--- src/rtl/uart_bridge_pkg.sv ---
`default_nettype none
// +----------------------------------------------------------------------------+
// | Module      : uart_bridge_pkg                                              |
// | Description : Shared command/reply codes, frame width and state encodings  |
// |               for the UART-to-bus bridge.                                  |
// | Revision    : 1.0  initial release                                         |
// +----------------------------------------------------------------------------+
package uart_bridge_pkg;

    // Host command bytes
    localparam logic [7:0] c_CMD_WRITE  = 8'h57;   // 'W'
    localparam logic [7:0] c_CMD_READ   = 8'h52;   // 'R'

    // Reply bytes
    localparam logic [7:0] c_RSP_OK     = 8'h4B;   // 'K'
    localparam logic [7:0] c_RSP_ERR    = 8'h3F;   // '?'

    // start + 8 data + stop
    localparam int         c_FRAME_BITS = 10;

    // Command parser states
    typedef enum logic [2:0] {
        ST_IDLE = 3'd0,
        ST_ADDR = 3'd1,
        ST_DATA = 3'd2,
        ST_BUS  = 3'd3,
        ST_RESP = 3'd4
    } parser_state_t;

    // Serial receiver states
    typedef enum logic [1:0] {
        RX_IDLE  = 2'd0,
        RX_START = 2'd1,
        RX_DATA  = 2'd2,
        RX_STOP  = 2'd3
    } rx_state_t;

endpackage
`default_nettype wire

--- src/rtl/uart_bus_bridge_if.sv ---
`default_nettype none
// +----------------------------------------------------------------------------+
// | Module      : uart_bus_bridge_if                                           |
// | Description : Single-cycle peripheral bus driven by the bridge (master)    |
// |               and answered by a peripheral (slave).                        |
// | Revision    : 1.0  initial release                                         |
// +----------------------------------------------------------------------------+
interface uart_bus_bridge_if;
    logic [63:0] address_out;
    logic        sel_out;
    logic        read_out;
    logic [3:0]  write_mask_out;
    logic [63:0] write_value_out;
    logic [63:0] read_value_in;

    modport master (
        output address_out, sel_out, read_out, write_mask_out, write_value_out,
        input  read_value_in
    );

    modport slave (
        input  address_out, sel_out, read_out, write_mask_out, write_value_out,
        output read_value_in
    );
endinterface
`default_nettype wire

--- src/rtl/uart_byte_io.sv ---
`default_nettype none
// +----------------------------------------------------------------------------+
// | Module      : uart_byte_io                                                 |
// | Description : 8N1 deserialiser (byte strobe / framing error) and 8N1       |
// |               serialiser (load / ready) sharing one bit period.            |
// | Revision    : 1.0  initial release                                         |
// +----------------------------------------------------------------------------+
module uart_byte_io
    import uart_bridge_pkg::*;
#(
    parameter int CLK_DIV = 434
) (
    input  logic       clk,
    input  logic       reset,
    input  logic       i_rx,
    output logic       o_rx_strobe,
    output logic [7:0] o_rx_data,
    output logic       o_rx_frame_err,
    input  logic       i_tx_load,
    input  logic [7:0] i_tx_byte,
    output logic       o_tx_ready,
    output logic       o_tx_active,
    output logic       o_tx
);

    localparam logic [15:0] c_BIT_LAST    = 16'(CLK_DIV);
    localparam logic [15:0] c_HALF        = 16'(CLK_DIV / 2);
    localparam logic [3:0]  c_TX_LAST_BIT = 4'(c_FRAME_BITS - 1);

    rx_state_t   r_rx_state_q, w_rx_state_d;
    logic [15:0] r_rx_cnt_q,   w_rx_cnt_d;
    logic [2:0]  r_rx_bit_q,   w_rx_bit_d;
    logic [7:0]  r_rx_shift_q, w_rx_shift_d;
    logic        r_rx_strb_q,  w_rx_strb_d;
    logic        r_rx_ferr_q,  w_rx_ferr_d;
    logic        r_rx_prev_q;

    logic        r_tx_active_q, w_tx_active_d;
    logic [9:0]  r_tx_shift_q,  w_tx_shift_d;
    logic [15:0] r_tx_cnt_q,    w_tx_cnt_d;
    logic [3:0]  r_tx_bit_q,    w_tx_bit_d;
    logic        w_tx_last;

    // Receiver: edge-detect start, confirm at half bit, then sample each bit mid-period
    always_comb begin
        w_rx_state_d = r_rx_state_q;
        w_rx_cnt_d   = r_rx_cnt_q;
        w_rx_bit_d   = r_rx_bit_q;
        w_rx_shift_d = r_rx_shift_q;
        w_rx_strb_d  = 1'b0;
        w_rx_ferr_d  = 1'b0;
        case (r_rx_state_q)
            RX_IDLE: begin
                if (r_rx_prev_q && !i_rx) begin
                    w_rx_state_d = RX_START;
                    w_rx_cnt_d   = '0;
                end
            end
            RX_START: begin
                if (r_rx_cnt_q == c_HALF) begin
                    w_rx_cnt_d   = '0;
                    w_rx_bit_d   = '0;
                    // Line back high at mid start bit: glitch, not a frame
                    w_rx_state_d = i_rx ? RX_IDLE : RX_DATA;
                end else begin
                    w_rx_cnt_d = r_rx_cnt_q + 16'd1;
                end
            end
            RX_DATA: begin
                if (r_rx_cnt_q == c_BIT_LAST) begin
                    w_rx_cnt_d   = '0;
                    w_rx_shift_d = {i_rx, r_rx_shift_q[7:1]};
                    if (r_rx_bit_q == 3'd7) begin
                        w_rx_state_d = RX_STOP;
                    end else begin
                        w_rx_bit_d = r_rx_bit_q + 3'd1;
                    end
                end else begin
                    w_rx_cnt_d = r_rx_cnt_q + 16'd1;
                end
            end
            RX_STOP: begin
                if (r_rx_cnt_q == c_BIT_LAST) begin
                    w_rx_strb_d  = i_rx;
                    w_rx_ferr_d  = !i_rx;
                    w_rx_state_d = RX_IDLE;
                end else begin
                    w_rx_cnt_d = r_rx_cnt_q + 16'd1;
                end
            end
            default: w_rx_state_d = RX_IDLE;
        endcase
    end

    // Transmitter accepts the next byte on the final stop-bit clock so bytes run back-to-back
    assign w_tx_last  = r_tx_active_q && (r_tx_bit_q == c_TX_LAST_BIT) && (r_tx_cnt_q == c_BIT_LAST);
    assign o_tx_ready = !r_tx_active_q || w_tx_last;

    // Transmitter: shift out {stop, data, start} one bit period at a time
    always_comb begin
        w_tx_active_d = r_tx_active_q;
        w_tx_shift_d  = r_tx_shift_q;
        w_tx_cnt_d    = r_tx_cnt_q;
        w_tx_bit_d    = r_tx_bit_q;
        if (i_tx_load && o_tx_ready) begin
            w_tx_active_d = 1'b1;
            w_tx_shift_d  = {1'b1, i_tx_byte, 1'b0};
            w_tx_cnt_d    = '0;
            w_tx_bit_d    = '0;
        end else if (r_tx_active_q) begin
            if (r_tx_cnt_q == c_BIT_LAST) begin
                w_tx_cnt_d = '0;
                if (r_tx_bit_q == c_TX_LAST_BIT) begin
                    w_tx_active_d = 1'b0;
                end else begin
                    w_tx_shift_d = {1'b1, r_tx_shift_q[9:1]};
                    w_tx_bit_d   = r_tx_bit_q + 4'd1;
                end
            end else begin
                w_tx_cnt_d = r_tx_cnt_q + 16'd1;
            end
        end
    end

    // State registers for both directions
    always_ff @(posedge clk) begin
        if (reset) begin
            r_rx_state_q  <= RX_IDLE;
            r_rx_cnt_q    <= '0;
            r_rx_bit_q    <= '0;
            r_rx_shift_q  <= '0;
            r_rx_strb_q   <= 1'b0;
            r_rx_ferr_q   <= 1'b0;
            r_rx_prev_q   <= 1'b1;
            r_tx_active_q <= 1'b0;
            r_tx_shift_q  <= '1;
            r_tx_cnt_q    <= '0;
            r_tx_bit_q    <= '0;
        end else begin
            r_rx_state_q  <= w_rx_state_d;
            r_rx_cnt_q    <= w_rx_cnt_d;
            r_rx_bit_q    <= w_rx_bit_d;
            r_rx_shift_q  <= w_rx_shift_d;
            r_rx_strb_q   <= w_rx_strb_d;
            r_rx_ferr_q   <= w_rx_ferr_d;
            r_rx_prev_q   <= i_rx;
            r_tx_active_q <= w_tx_active_d;
            r_tx_shift_q  <= w_tx_shift_d;
            r_tx_cnt_q    <= w_tx_cnt_d;
            r_tx_bit_q    <= w_tx_bit_d;
        end
    end

    assign o_rx_strobe    = r_rx_strb_q;
    assign o_rx_frame_err = r_rx_ferr_q;
    assign o_rx_data      = r_rx_shift_q;
    assign o_tx_active    = r_tx_active_q;
    assign o_tx           = r_tx_active_q ? r_tx_shift_q[0] : 1'b1;

endmodule
`default_nettype wire

--- src/rtl/uart_bus_bridge.sv ---
`default_nettype none
// +----------------------------------------------------------------------------+
// | Module      : uart_bus_bridge                                              |
// | Description : Serial command parser issuing single read/write cycles on    |
// |               the peripheral bus and returning ack / read data serially.   |
// |               Optional inter-byte timeout: UART_BRIDGE_TIMEOUT_EN.         |
// | Revision    : 1.0  initial release                                         |
// +----------------------------------------------------------------------------+
module uart_bus_bridge
    import uart_bridge_pkg::*;
#(
    parameter int CLK_DIV      = 434,
    parameter int TIMEOUT_CLKS = 1 << 20
) (
    input  logic              clk,
    input  logic              reset,
    input  logic              rx_in,
    output logic              tx_out,
    output logic              busy_out,
    uart_bus_bridge_if.master bus
);

    // Reject configurations the bit-timing logic cannot honour
    if (CLK_DIV < 3 || TIMEOUT_CLKS < 2) begin : g_bad_params
        $error("uart_bus_bridge: CLK_DIV must be >= 3 and TIMEOUT_CLKS >= 2");
    end

    logic       w_rx_strobe;
    logic [7:0] w_rx_data;
    logic       w_rx_ferr;
    logic       w_tx_load;
    logic [7:0] w_tx_byte;
    logic       w_tx_ready;
    logic       w_tx_active;

    uart_byte_io #(
        .CLK_DIV (CLK_DIV)
    ) u_byte_io (
        .clk            (clk),
        .reset          (reset),
        .i_rx           (rx_in),
        .o_rx_strobe    (w_rx_strobe),
        .o_rx_data      (w_rx_data),
        .o_rx_frame_err (w_rx_ferr),
        .i_tx_load      (w_tx_load),
        .i_tx_byte      (w_tx_byte),
        .o_tx_ready     (w_tx_ready),
        .o_tx_active    (w_tx_active),
        .o_tx           (tx_out)
    );

    parser_state_t r_state_q,    w_state_d;
    logic          r_is_write_q, w_is_write_d;
    logic [1:0]    r_cnt_q,      w_cnt_d;
    logic [31:0]   r_addr_q,     w_addr_d;     // assembled little-endian
    logic [31:0]   r_data_q,     w_data_d;
    logic [31:0]   r_resp_q,     w_resp_d;     // read data, shifted out a byte at a time
    logic [31:0]   r_addr_out_q, w_addr_out_d; // bus-visible copies, updated only on completion
    logic [31:0]   r_wval_out_q, w_wval_out_d;

`ifdef UART_BRIDGE_TIMEOUT_EN
    localparam int               c_TO_W    = $clog2(TIMEOUT_CLKS + 1);
    localparam logic [c_TO_W-1:0] c_TO_LAST = c_TO_W'(TIMEOUT_CLKS - 1);
    logic [c_TO_W-1:0] r_idle_q, w_idle_d;
`endif

    // Parser: collect command bytes, run one bus cycle, stream the reply
    always_comb begin
        w_state_d    = r_state_q;
        w_is_write_d = r_is_write_q;
        w_cnt_d      = r_cnt_q;
        w_addr_d     = r_addr_q;
        w_data_d     = r_data_q;
        w_resp_d     = r_resp_q;
        w_addr_out_d = r_addr_out_q;
        w_wval_out_d = r_wval_out_q;
        w_tx_load    = 1'b0;
        w_tx_byte    = c_RSP_ERR;
        case (r_state_q)
            ST_IDLE: begin
                if (w_rx_strobe) begin
                    w_cnt_d = '0;
                    if (w_rx_data == c_CMD_WRITE) begin
                        w_state_d    = ST_ADDR;
                        w_is_write_d = 1'b1;
                    end else if (w_rx_data == c_CMD_READ) begin
                        w_state_d    = ST_ADDR;
                        w_is_write_d = 1'b0;
                    end else begin
                        w_tx_load = 1'b1;
                    end
                end
            end
            ST_ADDR: begin
                if (w_rx_ferr) begin
                    w_state_d = ST_IDLE;
                end else if (w_rx_strobe) begin
                    w_addr_d = {w_rx_data, r_addr_q[31:8]};
                    if (r_cnt_q == 2'd3) begin
                        w_cnt_d = '0;
                        if (r_is_write_q) begin
                            w_state_d = ST_DATA;
                        end else begin
                            w_state_d    = ST_BUS;
                            w_addr_out_d = w_addr_d;
                        end
                    end else begin
                        w_cnt_d = r_cnt_q + 2'd1;
                    end
                end
            end
            ST_DATA: begin
                if (w_rx_ferr) begin
                    w_state_d = ST_IDLE;
                end else if (w_rx_strobe) begin
                    w_data_d = {w_rx_data, r_data_q[31:8]};
                    if (r_cnt_q == 2'd3) begin
                        w_cnt_d      = '0;
                        w_state_d    = ST_BUS;
                        w_addr_out_d = r_addr_q;
                        w_wval_out_d = w_data_d;
                    end else begin
                        w_cnt_d = r_cnt_q + 2'd1;
                    end
                end
            end
            ST_BUS: begin
                // First reply byte is loaded here so its start bit appears next cycle
                w_tx_load = 1'b1;
                w_tx_byte = r_is_write_q ? c_RSP_OK : bus.read_value_in[7:0];
                w_resp_d  = {8'h00, bus.read_value_in[31:8]};
                w_cnt_d   = 2'd1;
                w_state_d = ST_RESP;
            end
            ST_RESP: begin
                // Incoming bytes and framing errors are ignored until the reply is queued
                if (r_is_write_q) begin
                    w_state_d = ST_IDLE;
                end else if (w_tx_ready) begin
                    w_tx_load = 1'b1;
                    w_tx_byte = r_resp_q[7:0];
                    w_resp_d  = {8'h00, r_resp_q[31:8]};
                    if (r_cnt_q == 2'd3) begin
                        w_cnt_d   = '0;
                        w_state_d = ST_IDLE;
                    end else begin
                        w_cnt_d = r_cnt_q + 2'd1;
                    end
                end
            end
            default: w_state_d = ST_IDLE;
        endcase

`ifdef UART_BRIDGE_TIMEOUT_EN
        // Abandon a partial command after TIMEOUT_CLKS clocks without a byte
        w_idle_d = '0;
        if ((r_state_q == ST_ADDR || r_state_q == ST_DATA) && !w_rx_strobe && !w_rx_ferr) begin
            w_idle_d = r_idle_q + 1'b1;
            if (r_idle_q == c_TO_LAST) begin
                w_state_d = ST_IDLE;
                w_cnt_d   = '0;
                w_idle_d  = '0;
            end
        end
`endif
    end

    // Parser registers
    always_ff @(posedge clk) begin
        if (reset) begin
            r_state_q    <= ST_IDLE;
            r_is_write_q <= 1'b0;
            r_cnt_q      <= '0;
            r_addr_q     <= '0;
            r_data_q     <= '0;
            r_resp_q     <= '0;
            r_addr_out_q <= '0;
            r_wval_out_q <= '0;
`ifdef UART_BRIDGE_TIMEOUT_EN
            r_idle_q     <= '0;
`endif
        end else begin
            r_state_q    <= w_state_d;
            r_is_write_q <= w_is_write_d;
            r_cnt_q      <= w_cnt_d;
            r_addr_q     <= w_addr_d;
            r_data_q     <= w_data_d;
            r_resp_q     <= w_resp_d;
            r_addr_out_q <= w_addr_out_d;
            r_wval_out_q <= w_wval_out_d;
`ifdef UART_BRIDGE_TIMEOUT_EN
            r_idle_q     <= w_idle_d;
`endif
        end
    end

    assign bus.sel_out         = (r_state_q == ST_BUS);
    assign bus.read_out        = (r_state_q == ST_BUS) && !r_is_write_q;
    assign bus.write_mask_out  = ((r_state_q == ST_BUS) && r_is_write_q) ? 4'b1111 : 4'b0000;
    assign bus.address_out     = {32'h0, r_addr_out_q};
    assign bus.write_value_out = {32'h0, r_wval_out_q};
    assign busy_out            = (r_state_q != ST_IDLE) || w_tx_active;

endmodule
`default_nettype wire

--- src/flat_wrapper.sv ---
// flat-port wrapper written by rule: the top's interface ports become plain ports
module uart_bus_bridge_flat import uart_bridge_pkg::*;
#(
    parameter int CLK_DIV      = 434,
    parameter int TIMEOUT_CLKS = 1 << 20
)
  (clk, reset, rx_in, tx_out, busy_out, bus_address_out, bus_sel_out, bus_read_out, bus_write_mask_out, bus_write_value_out, bus_read_value_in);
  uart_bus_bridge_if bus_i ();
  input  logic clk;
  input  logic reset;
  input  logic rx_in;
  output logic tx_out;
  output logic busy_out;
  output wire logic [$bits(bus_i.address_out)-1:0] bus_address_out;
  output wire logic [$bits(bus_i.sel_out)-1:0] bus_sel_out;
  output wire logic [$bits(bus_i.read_out)-1:0] bus_read_out;
  output wire logic [$bits(bus_i.write_mask_out)-1:0] bus_write_mask_out;
  output wire logic [$bits(bus_i.write_value_out)-1:0] bus_write_value_out;
  input wire logic [$bits(bus_i.read_value_in)-1:0] bus_read_value_in;
  assign bus_address_out = bus_i.address_out;
  assign bus_sel_out = bus_i.sel_out;
  assign bus_read_out = bus_i.read_out;
  assign bus_write_mask_out = bus_i.write_mask_out;
  assign bus_write_value_out = bus_i.write_value_out;
  assign bus_i.read_value_in = bus_read_value_in;
  uart_bus_bridge #(.CLK_DIV(CLK_DIV), .TIMEOUT_CLKS(TIMEOUT_CLKS)) u_core (.clk(clk), .reset(reset), .rx_in(rx_in), .tx_out(tx_out), .busy_out(busy_out), .bus(bus_i));
endmodule
--- config.mk ---
export PLATFORM = sky130hd
export DESIGN_NAME = uart_bus_bridge_flat
export DESIGN_NICKNAME = d
export VERILOG_FILES = /design/src/rtl/uart_bridge_pkg.sv /design/src/rtl/uart_bus_bridge_if.sv /design/src/rtl/uart_byte_io.sv /design/src/rtl/uart_bus_bridge.sv /design/src/flat_wrapper.sv
export SDC_FILE = /design/constraint.sdc
export NUM_CORES = 1
export LEC_CHECK = 0
export CORE_MARGIN = 3
export CORE_UTILIZATION = 51
export CTS_CLUSTER_SIZE = 30
export DETAILED_ROUTE_END_ITERATION = 8
export PLACE_DENSITY_LB_ADDON = 0.3
export SYNTH_ARGS = -nofsm -noshare
export SYNTH_HDL_FRONTEND = slang
export SYNTH_SLANG_ARGS = --single-unit
--- constraint.sdc ---
create_clock -name clk -period 2.9 [get_ports clk]
set_input_delay 0.87 -clock clk [delete_from_list [all_inputs] [get_ports clk]]
set_output_delay 0.87 -clock clk [all_outputs]
set_load 0.01 [all_outputs]
==> results of run 1 <==
stage by stage:
stage	cell area [sq um]	hold slack (ns)	util, %
3_3_place_gp	10500	0.441	57.9
4_1_cts	11300	0.452	62.3
6_report	11300	0.452	62.3
5_1_grt	11300	0.469	62.3
3_5_place_dp	10500	0.443	57.9
2_1_floorplan	9710	0.432	-
flip-flops by register name, indices dropped and copies added (netlist names), named ones only:
| signal | cells |
|---|---|
| u_core.u_byte_io.o_rx_frame_err | 1 |
| u_core.r_wval_out_q | 32 |
| u_core.u_byte_io.r_rx_state_q | 1 |
| u_core.u_byte_io.o_rx_data | 8 |
| u_core.u_byte_io.r_tx_bit_q | 4 |
| u_core.r_is_write_q | 1 |
| u_core.u_byte_io.o_rx_strobe | 1 |
| u_core.u_byte_io.r_tx_shift_q | 9 |
| u_core.r_state_q | 3 |
| u_core.r_resp_q | 24 |
| u_core.r_data_q | 24 |
| u_core.u_byte_io.r_rx_bit_q | 3 |
| u_core.u_byte_io.r_rx_prev_q | 1 |
| u_core.r_cnt_q | 2 |
| u_core.u_byte_io.o_tx_active | 1 |
| u_core.r_addr_q | 32 |
| u_core.u_byte_io.r_rx_cnt_q | 16 |
| u_core.u_byte_io.r_tx_cnt_q | 16 |
| u_core.r_addr_out_q | 32 |
layout make-up:
type	count	area, sq um	area share [%]
clock buffers	30	661	5.86
clock inverters	10	136	1.21
inverters	14	52.6	0.466
multi-input cells	831	4680	41.5
flip-flops and latches	212	4240	37.6
well taps	229	287	2.54
repair buffers	126	1220	10.8
worst max-delay path by stage:
| stage | from | end | slack [ns] | cells after the start |
|---|---|---|---|---|
| after floorplan | u_core.r_state_q[2] | bus_write_mask_out[1] | 0.56 | 5 |
| after global placement | u_core.u_byte_io.r_rx_cnt_q[0] | u_core.u_byte_io.r_rx_cnt_q[12] | 0.34 | 7 |
| after detailed placement | u_core.u_byte_io.r_rx_cnt_q[0] | u_core.u_byte_io.r_rx_cnt_q[12] | 0.31 | 7 |
| after CTS | u_core.r_state_q[2] | bus_read_out | 0.04 | 3 |
| after global routing | u_core.r_state_q[2] | bus_read_out | 0.0006 | 3 |
| final | u_core.r_state_q[2] | bus_read_out | 0.09 | 3 |
power by group:
part | internal, W | total (W) | leakage, nW | switching (W)
Sequential | 0.00292 | 0.00293 | 1.71 | 0.00000877
Combinational | 0.0000706 | 0.000199 | 1.69 | 0.000128
Clock | 0.00186 | 0.00301 | 0.401 | 0.00115
Total | 0.00485 | 0.00614 | 3.80 | 0.00129
cell usage after synthesis, drive strengths merged (4+ instances only):
library cell	number	area (sq um)
a211oi	52	390
a21o	5	37.5
a21oi	114	571
a22oi	13	111
a31oi	4	25.0
and2	7	43.8
and3	4	25.0
buf	78	549
clkbuf	60	225
dfxtp	212	4240
ha	10	125
inv	14	52.6
mux2i	56	561
nand2	215	807
nand2b	9	56.3
nand3	18	90.1
nand4	9	56.3
nor2	111	419
nor3	13	65.1
nor4	7	58.8
nor4b	5	43.8
o21ai	24	120
or3	9	56.3
or4	4	37.5
xnor2	11	96.3
xor2	19	166
per-layer routing:
layer  track usage [%]  share of wire (%)
met5                 0                  0
met4              4.30                1.9
met3              3.83                5.5
met2              30.4                 45
met1              26.7                 47
repair_timing:
action | CTS | global route
endpoints found under the setup margin | 6 | 1
gates resized for setup | 7 | 1
setup buffers | 0 | 0
critical path: stages (launching register included):
cell             delay [ns]
dfxtp_1                0.31
nand3b_1               0.33
nor2_4                 0.22
clkdlybuf4s50_1        0.56
cell families after synthesis:
kind of cell / share of synthesized area, %
simple gates: 20.5
buf+inv: 8.73
xor+xnor: 2.77
fa+ha+maj: 1.32
other cells: 0.0396
compound gates: 15.9
mux: 5.92
flops: 44.8
==> results by group, run 1 <==
Run status
  • Outcome: complete, no violations

Placed design
  • Final Wtd Congestion: 0.864
  • Post-placement setup slack: 0.314 ns
  • Number of port buffers: 106
  • Hpwl dp: roughly 13 mm
  • Placed cells: 1412

Timing
  • Final Max Slew Viols: 0
  • Setup Skew: around 0.022 ns
  • RSZ-0062 raised after global routing: no
  • Slew margin rel.: 26.7%
  • Fin. Hold Viols: 0
  • Final setup fails: 0
  • Slew @ Worst Pin: 1.10 ns
  • Fmax: 356 MHz
  • Final period utilization: 96.7%
  • Final worst slack: 0.0945 ns
  • Setup TNS: 0 ns
  • Final min period: approximately 2.8 ns

Worst hold path
  • Hold path endpoint: u_core.r_wval_out_q[11]
  • WHS Path Cells: 2
  • Worst min-delay path class: reg -> reg
  • Hold path startpoint: u_core.r_wval_out_q[11]

Synthesis
  • Post-Syn Area: about 9500 sq um
  • Synthesized flop and latch total: 212
  • Yosys warning count: 0
  • Synth unique cells: 61
  • Post-Syn Instances: 1132
  • Register area share after synthesis: 44.8%
  • Main synth FF type: dfxtp_1
  • Avg Cell Area, Syn: 8.37 sq um
  • Ys async rst share: 0%
  • Post-synth EDFFs: 0

Detailed routing
  • Total Wirelength: 20.1 mm
  • Vias: 7590
  • Post-route ant nets: 0
  • Initial DRC Count: between 500 and 600
  • First-pass detailed-route iteration total: 5
  • Wirelength per Cell: 13.8 um
  • Drt drc: 0
  • DR vias/cell: 5.23

Power
  • Leakage power: 3.80 nW
  • VDD IR-drop max: roughly 0.46 mV
  • PwrDens: 544 nW/um^2
  • Pwr Total: 0.00614 W

Clock network
  • TritonCTS clock tree: built
  • Htree depth: 1
  • Clock Latency Late Sink: 0.51 ns
  • CTS root buffer: clkbuf_16
  • Hold_buf cts: 0
  • Worst-case clock buffer depth: 3
  • Worst-path clk slew: 0.06 ns
  • TritonCTS buffer count: 22
  • Sink Count: 212

Worst setup path
  • Critical Path AT: 1.94 ns
  • WP data required: 2.03 ns
  • Reg2reg path depth: 7
  • Setup CP Type: reg -> out
  • R2r endpoint: u_core.u_byte_io.r_rx_cnt_q[12]
  • Worst reg2reg startpoint: u_core.u_byte_io.r_rx_cnt_q[0]
  • Startpoint Class: flop
  • Crit path max fanout: 6
  • Worst Setup End Kind: primary output
  • Reg2reg setup slack: 0.31 ns

Global route
  • Global-route wire length before repair: about 33 mm
  • Pin count of the biggest net entering global routing: 82
  • Vias in the first global route: 6798
  • Grt ovf: 0
  • Overall routing resource usage: 19.0%
  • Antenna violations before repair: 0

Layout
  • Fillers: around 1.6k
  • Layout cells sized above 1: under 10%
  • Most frequent cells in the layout: nand2_1 (215), dfxtp_1 (212), a21oi_1 (114), nor2_1 (109), clkdlybuf4s50_1 (101)
  • Most common cell after layout, fill and taps aside: nand2_1
  • # diodes: 0
  • Post-Layout Cell Count: 1452
  • Layout area overhead: 19.0%
  • Post-layout nets: about 1.3k

Floorplanning
  • Die height: 142 um
  • Die W: around 140 um
  • Num rows: 49
  • Initial Utilization: between 50 and 60%
  • IO Count: 203
  • Full die area: around 20000 sq um
  • Placeable Area: 18100 sq um

Job
  • Max-Cap Viols: 0
(Power assumes the default switching activity.)
==> inputs of run 2 (changes only) <==
- CORE_UTILIZATION: 51 -> 35
==> run 2 against run 1 <==
Compared with the run above: first-iteration DRC count fell by 15%; non-clock buffer count is 5 higher; maximum frequency increased by 0.88%; global-route usage fell by 5.0 points; highest routed layer unchanged.
==> results by group, run 2 (synthesized netlist as in run 1, its figures left out) <==
Layout
  • # diodes: 0
  • Most frequent cells in the layout: nand2_1 (215), dfxtp_1 (212), a21oi_1 (114), nor2_1 (109), clkdlybuf4s50_1 (104)
  • Most common cell after layout, fill and taps aside: nand2_1
  • Post-Layout Cell Count: roughly 1.6k
  • Multi-input logic area: approximately 4700 sq um
  • Layout area overhead: 21.1%
  • Biggest regs: u_core.r_addr_out_q x32, u_core.r_addr_q x32, u_core.r_wval_out_q x32
  • Post-layout nets: 1291
  • Fillers: 2623
  • Fin util: a little over two fifths
  • Layout cells sized above 1: under 10%
  • Reg area: 4240 sq um

Global route
  • Overall routing resource usage: between 10 and 15%
  • Pin count of the biggest net entering global routing: 80
  • Global-route wire length before repair: 34.6 mm
  • Vias in the first global route: around 6.8k
  • Antenna violations before repair: 0
  • Grt ovf: 0

Clock network
  • Worst-case clock buffer depth: 3
  • CTS root buffer: clkbuf_16
  • TritonCTS clock tree: built
  • TritonCTS buffer count: 24
  • Htree depth: 1
  • Sink Count: ~210
  • Worst-path clk slew: roughly 0.06 ns
  • Clock Latency Late Sink: 0.52 ns
  • Hold_buf cts: 0

Timing
  • Hold Worst Slack: between 0.4 and 0.5 ns
  • Final period utilization: 95.9%
  • Slew @ Worst Pin: between 1 and 1.5 ns
  • Final setup fails: 0
  • Final min period: 2.78 ns
  • Fmax: 360 MHz
  • Setup TNS: 0 ns
  • Final Max Slew Viols: 0
  • Setup Skew: between 0.015 and 0.02 ns
  • RSZ-0062 raised after global routing: no
  • Slew margin rel.: 24.7%
  • Fin. Hold Viols: 0

Placed design
  • Hpwl dp: 14.0 mm
  • Final Wtd Congestion: 0.767
  • Placed cells: 1522
  • Number of port buffers: 106

Detailed routing
  • Post-route ant nets: 0
  • Initial DRC Count: 462
  • Total Wirelength: 21.2 mm
  • DR vias/cell: 4.83
  • First-pass detailed-route iteration total: 6
  • Wirelength per Cell: 13.6 um
  • Drt drc: 0
  • Vias: 7560

Worst setup path
  • Slowest CP cell: clkdlybuf4s50_1
  • Worst Setup End Kind: primary output
  • Worst-path cell chain: nand3b_1, inv_1, and2_4, clkdlybuf4s50_1
  • Setup CP Type: reg -> out
  • Critical Path AT: 1.91 ns
  • Startpoint Class: flop
  • Crit path max fanout: 4
  • Slowest stage delay, CP: 0.54 ns
  • WP data required: 2.03 ns

Floorplanning
  • IO Count: 203
  • Initial Utilization: 35.9%
  • Die W: 171 um
  • Die height: between 150 and 200 um
  • Placeable Area: ~26000 sq um
  • Full die area: 29100 sq um
  • Num rows: 59

Run status
  • Outcome: complete, no violations

Worst hold path
  • Worst min-delay path class: reg -> reg

Job
  • Max-Cap Viols: 0

Power
  • Leakage power: 3.82 nW
  • Pwr Total: 0.00620 W
  • VDD IR-drop max: 0.294 mV
  • PwrDens: 540 nW/um^2
==> run 2: cell count changes in the layout (fill, tap and decap cells not counted), moves of 2 or more <==
cell	previous run	this run
buf_4	19	23
clkbuf_1	0	4
clkbuf_16	22	24
clkbuf_8	8	3
clkdlybuf4s50_1	101	104
clkinv_2	6	4
clkinvlp_4	0	3
dlygate4sd2_1	4	0
==> run 2: final cells by class <==
cell class              count  area share [%]
inverters                  14           0.458
repair buffers            131            11.1
flip-flops and latches    212            37.0
clock inverters            11            1.30
well taps                 335            3.65
multi-input cells         831            40.7
clock buffers              31            5.73
==> run 2: where the power goes <==
| group | switching, W | internal (W) | leakage (nW) |
|---|---|---|---|
| Sequential | 0.00000847 | 0.00292 | 1.71 |
| Clock | 0.00120 | 0.00187 | 0.387 |
| Combinational | 0.000131 | 0.0000720 | 1.72 |
| Total | 0.00134 | 0.00486 | 3.82 |
==> run 2: worst max-delay path, delay by kind of cell, from the launching register on <==
kind | cells | cell delay, ns
AND/OR/NAND/NOR | 2 | 0.41
flip-flops | 1 | 0.31
buffers and inverters | 2 | 0.68
==> run 2: path summary, 6_finish.rpt <==
kind,from,endpoint,slack [ns],cells after the start
max,u_core.r_state_q[2],bus_write_mask_out[3],0.12,4
min,u_core.r_data_q[12],u_core.r_wval_out_q[4],0.45,2
max reg2reg,u_core.u_byte_io.r_rx_cnt_q[0],u_core.u_byte_io.r_rx_bit_q[2],0.36,8
min reg2reg,u_core.r_data_q[12],u_core.r_wval_out_q[4],0.45,2
==> run 2: through the flow <==
step / setup WS (ns) / instance area, sq um
floorplan: 0.560 / 9710
global placement: 0.328 / 10600
detailed placement: 0.327 / 10600
CTS: 0.00581 / 11500
global route: 0.0349 / 11500
finish: 0.119 / 11500
==> run 2: repair_timing <==
item / in CTS / in global routing
setup endpoints to repair: 5 / 6
resized for setup: 0 / 4
buffers inserted: 1 / 0
==> run 2: layer usage <==
metal / vias up / part of all wire, % / routed length, um / GRT usage [%]
met3: 28 / 6.0 / 1270 / 3.49
met2: 168 / 43 / 9150 / 21.3
li1: 3940 / - / - / -
met1: 3424 / 49 / 10400 / 20.2
met4: 0 / 1.7 / 370 / 3.03
met5: - / 0 / 0 / 0
